**src/rtl/seq_signed_divmod.sv**
```systemverilog
// Multi-cycle signed divide/modulo unit with truncated or floored rounding.
// The magnitudes go through a radix-2 restoring divider, one quotient bit per
// cycle, MSB first. A single FIXUP cycle then applies the signs and the
// rounding mode.
module seq_signed_divmod #(
    parameter int WIDTH = 11
) (
    input  logic             clk,
    input  logic             rst_n,
    input  logic             in_valid,
    output logic             in_ready,
    input  logic [WIDTH-1:0] in_a,
    input  logic [WIDTH-1:0] in_b,
    input  logic             in_floored,
    output logic             out_valid,
    input  logic             out_ready,
    output logic [WIDTH-1:0] out_quot,
    output logic [WIDTH-1:0] out_rem,
    output logic             out_div_zero,
    output logic             out_overflow
);
    localparam int CW = $clog2(WIDTH + 1);

    typedef enum logic [1:0] {IDLE, CALC, FIXUP, DONE} state_t;

    state_t           state, state_next;
    logic [CW-1:0]    cnt;
    logic [WIDTH-1:0] a_reg, b_reg, b_mag;
    logic [WIDTH-1:0] aq;        // dividend magnitude shifting out, quotient shifting in
    logic [WIDTH:0]   prem;      // partial remainder; the extra bit holds the trial sign
    logic             sa, sb, floored;

    logic [WIDTH:0]   prem_shift, diff;
    logic [WIDTH-1:0] q_t, r_t, fix_q, fix_r;
    logic             adjust;

    // State register
    always_ff @(posedge clk) begin
        if (!rst_n) state <= IDLE;
        else        state <= state_next;
    end

    // Next-state and handshake outputs
    always_comb begin
        state_next = state;
        in_ready   = 1'b0;
        out_valid  = 1'b0;
        case (state)
            IDLE: begin
                in_ready = 1'b1;
                if (in_valid) state_next = (in_b == '0) ? FIXUP : CALC;
            end
            CALC:    if (cnt == CW'(WIDTH - 1)) state_next = FIXUP;
            FIXUP:   state_next = DONE;
            DONE: begin
                out_valid = 1'b1;
                if (out_ready) state_next = IDLE;
            end
            default: state_next = IDLE;
        endcase
    end

    // Trial subtract for one restoring step, plus the sign/rounding fixup
    always_comb begin
        prem_shift = {prem[WIDTH-1:0], aq[WIDTH-1]};
        diff       = prem_shift - {1'b0, b_mag};
        q_t        = (sa ^ sb) ? -aq : aq;
        r_t        = sa ? -prem[WIDTH-1:0] : prem[WIDTH-1:0];
        // Floored mode: a nonzero remainder must take the divisor's sign
        adjust     = floored && (r_t != '0) && (sa != sb);
        fix_q      = adjust ? q_t - WIDTH'(1) : q_t;
        fix_r      = adjust ? r_t + b_reg : r_t;
    end

    // Datapath: latch operands, iterate, fix up the signs, hold the result
    always_ff @(posedge clk) begin
        if (!rst_n) begin
            cnt          <= '0;
            a_reg        <= '0;
            b_reg        <= '0;
            b_mag        <= '0;
            aq           <= '0;
            prem         <= '0;
            sa           <= 1'b0;
            sb           <= 1'b0;
            floored      <= 1'b0;
            out_quot     <= '0;
            out_rem      <= '0;
            out_div_zero <= 1'b0;
            out_overflow <= 1'b0;
        end else begin
            case (state)
                IDLE: if (in_valid) begin
                    a_reg        <= in_a;
                    b_reg        <= in_b;
                    sa           <= in_a[WIDTH-1];
                    sb           <= in_b[WIDTH-1];
                    floored      <= in_floored;
                    // |-2^(W-1)| = 2^(W-1) still fits as an unsigned W-bit value
                    aq           <= in_a[WIDTH-1] ? -in_a : in_a;
                    b_mag        <= in_b[WIDTH-1] ? -in_b : in_b;
                    prem         <= '0;
                    cnt          <= '0;
                    out_div_zero <= (in_b == '0);
                    out_overflow <= (in_a == {1'b1, {(WIDTH-1){1'b0}}}) && (in_b == '1);
                end
                CALC: begin
                    cnt  <= cnt + CW'(1);
                    aq   <= {aq[WIDTH-2:0], ~diff[WIDTH]};
                    prem <= diff[WIDTH] ? prem_shift : diff;
                end
                FIXUP: begin
                    if (out_div_zero) begin
                        out_quot <= '1;
                        out_rem  <= a_reg;
                    end else begin
                        out_quot <= fix_q;
                        out_rem  <= fix_r;
                    end
                end
                default: ;
            endcase
        end
    end
endmodule

```
**config.mk**
```make
export PLATFORM = sky130hd
export DESIGN_NAME = seq_signed_divmod
export DESIGN_NICKNAME = d
export VERILOG_FILES = /design/src/rtl/seq_signed_divmod.sv
export SDC_FILE = /design/constraint.sdc
export NUM_CORES = 1
export LEC_CHECK = 0
export BUFFER_PORTS_ARGS = -buffer_cell sky130_fd_sc_hd__buf_2
export CORE_MARGIN = 4
export CORE_UTILIZATION = 30
export DETAILED_ROUTE_END_ITERATION = 10
export RECOVER_POWER = 50
export SLEW_MARGIN = 20
export SYNTH_ARGS = -nofsm -noshare
export SYNTH_HDL_FRONTEND = slang
export SYNTH_SLANG_ARGS = --single-unit
```
**constraint.sdc**
```tcl
create_clock -name clk -period 7.2 [get_ports clk]
set_input_delay 0.36 -clock clk [delete_from_list [all_inputs] [get_ports clk]]
set_output_delay 0.36 -clock clk [all_outputs]
set_load 0.01 [all_outputs]
```
==> run metrics <==
nets=829; CP Launch Type=flip-flop; total leakage power=2.43 nW; Mapped Cells=744; Setup Fix Bufs, Post-CTS=0; routability cong.=0.876; Critical Path Start=a_reg[10]; CP Capture Type=flip-flop; Critical Path RT=7.48 ns; source of the worst hold timing path=in_floored; ratio of cells with drive above 1 in the final layout=0.0870; port bufs=52; fin crit period=3.85 ns; Area Growth Syn to Fin=11.6%; first-pass GRT wire length=24400 µm; Reg2Reg Launch Point=a_reg[10]; WL final=14800 µm; Synth async-reset ratio=0; crit-path max cell delay=0.88 ns; Finished Core Util=0.342; Core Area=0.0188 mm²; CTS tree=yes; DP Wirelength=11100 µm; status=finished, violations left; register area share after synthesis=0.296; TritonCTS Sinks=85; initial antenna violation count=0; number of DRC markers in iteration 0=356; antenna-violating nets left=0; largest net degree at the start of global routing=58; Mapped Avg Cell Area=7.72 µm²; clk_lat worst skew=0.35 ns; count of different cell masters after synthesis=68; DR pass1 iterations=5; gr usage total=0.137; Seq cells post-synth=85; Final Hold Fails=0; row cnt=50; WS Path Type=flip-flop to flip-flop; crit-path cells=o21ai_0 -> fa_1 -> a21o_1 -> a21oi_1 -> o21bai_1 -> a2111oi_1 -> o31ai_1 -> a311o_1 -> a211o_1 -> a21oi_1; maximum vdd drop=136 µV; die area=0.0214 mm²; hold crit path type=input pin to flip-flop; per-cell routed wire length=14.8 µm; Final setup viols=0; Die Width=146 µm; H-tree depth=3; dominant synthesized flop cell=dfxtp_1; diode count=0; remaining global-route overflow=0; fmax=260 MHz; critical path arrival=4.13 ns; Most common cell on crit path=a21oi_1; num ports=53; slew margin rel.=-0.0953; Mapped Area=0.00574 mm²; synthesized net count=808; Post-Route Setup TNS=0 ns; CP max-delay cell=dfxtp_1; CTS clock-pin slew for the worst setup and hold paths=0.07 ns; hold_buf cts=0; post-cts sizing count=0; RSZ-0062 raised after global routing=false; hold slack=0.250 ns; Clock Skew=0.00853 ns; failing checks=max-capacitance violations, max-slew violations; worst-path fanout max=24; CTS max path bufs=2; Die Ht=146 µm; EDFF count, synth=0; Initial Utilization=0.306; DRC viols=0; vias in the first global route=4788; cts bufs inserted=9; Final Cycle Share=0.535; synth warn=0; Clock Tree Root=clkbuf_16; DR vias/cell=5.17; vias=5186; worst slew pin tran=1.64 ns; final-report max-slew violation count=42; Max Cap Viol=1; power density over the cells=379 mW/mm²
-- stage by stage --
stage          total power [mW]  std cells  cell area, µm²  setup WS (ns)
2_1_floorplan              1.67        744            5740           3.85
3_3_place_gp               1.95        988            6140           3.49
3_5_place_dp               1.95        988            6140           3.43
4_1_cts                    2.45       1004            6450           3.36
5_1_grt                    2.63       1004            6410           3.14
6_report                   2.43       1004            6410           3.35
-- critical path, delay by kind of cell, from the launching register on --
| kind | cells | cell delay [ns] |
|---|---|---|
| DFF | 1 | 0.88 |
| AOI/OAI and AO/OA | 9 | 2.39 |
| adders and majority gates | 1 | 0.51 |
-- cells in the final DEF, fill, tap and decap left out, drive strengths merged, types with 3 or more instances in the layout --
| cell | Yosys | routed |
|---|---|---|
| nand4 | 6 | 6 |
| a222oi | 9 | 9 |
| clkbuf | 37 | 36 |
| nor4 | 7 | 7 |
| a31o | 4 | 4 |
| nand3 | 16 | 16 |
| xnor2 | 36 | 36 |
| o31ai | 12 | 12 |
| a21oi | 78 | 78 |
| a221oi | 3 | 3 |
| a22oi | 6 | 6 |
| o22ai | 3 | 3 |
| inv | 37 | 40 |
| nor2b | 7 | 7 |
| and3 | 5 | 5 |
| a211oi | 10 | 10 |
| a31oi | 4 | 4 |
| ha | 35 | 35 |
| or2 | 5 | 5 |
| xor2 | 21 | 21 |
| nor3 | 18 | 18 |
| dfxtp | 85 | 85 |
| nand2b | 7 | 7 |
| a21o | 5 | 5 |
| or3 | 9 | 9 |
| and2 | 6 | 6 |
| o21a | 4 | 4 |
| o21ai | 46 | 46 |
| nor2 | 55 | 55 |
| mux2 | 4 | 4 |
| buf | 11 | 31 |
| nand2 | 99 | 99 |
| nand3b | 4 | 4 |
| mux2i | 18 | 18 |
| clkinv | 0 | 3 |
-- power breakdown --
group / internal, mW / switching, mW / total, mW
clock: 0.274 / 0.208 / 0.482
combinational: 0.519 / 0.736 / 1.26
sequential: 0.571 / 0.122 / 0.693
total: 1.36 / 1.07 / 2.43
-- cell families (layout without fill, tap and decap cells) --
kind of cell / after synthesis / count (layout) / synth area share
and+or+nand+nor: 253 / 253 / 0.209
AOI/OAI and AO/OA: 205 / 205 / 0.225
DFF: 85 / 85 / 0.296
buffers and inverters: 85 / 111 / 0.0603
xor gates and xnor gates: 57 / 57 / 0.0869
adders and majority gates: 37 / 37 / 0.0832
muxes: 22 / 22 / 0.0392
-- path summary, 6_finish.rpt --
kind / depth (start not counted) / endpoint / slack (ns)
worst min-delay path: 3 / floored / 0.25
worst min register to register: 2 / b_mag[5] / 0.46
worst max register to register: 10 / out_rem[10] / 3.35
worst max-delay path: 10 / out_rem[10] / 3.35
-- area by class of cell --
type / count / area, µm²
Tap cell: 234 / 293
Inverter: 37 / 139
Fill cell: 2038 / 12400
Clock buffer: 9 / 225
Multi-Input combinational cell: 574 / 3700
Clock inverter: 7 / 81.3
Timing Repair Buffer: 58 / 269
Sequential cell: 85 / 1700
-- cell usage after synthesis, types with 3 or more instances --
master    instances  area (µm²)
a221oi_1          3        26.3
buf_2             5        25.0
and3_1            5        31.3
nor4_1            6        37.5
o21ai_0          46         230
a222oi_1          9        90.1
and2_1            5        31.3
a211oi_1         10        75.1
mux2i_1          18         180
nor2b_1           7        43.8
inv_1            37         139
a22oi_1           6        45.0
nand3_1          16        80.1
nand2_1          99         372
clkbuf_1         35         131
a31oi_1           4        25.0
nor2_1           55         206
mux2_2            4        45.0
nor3_1           17        85.1
dfxtp_1          85        1700
a21oi_1          78         390
buf_4             3        22.5
a31o_2            4        35.0
xnor2_1          36         315
ha_1             35         438
o31ai_1          11        82.6
o22ai_1           3        18.8
or3_1             9        56.3
nand3b_1          4        30.0
nand4_1           6        37.5
xor2_1           21         184
nand2b_1          7        43.8
or2_2             4        25.0
a21o_1            5        37.5
o21a_1            4        30.0
-- layer usage --
layer / part of all wire / vias up / GRT usage
met5: 0 / - / 0
met1: 0.53 / 2383 / 0.202
met3: 0.042 / 14 / 0.0261
li1: - / 2682 / -
met2: 0.42 / 107 / 0.204
met4: 0.014 / 0 / 0.0357
No activity file was read; power rests on OpenSTA's default activity.
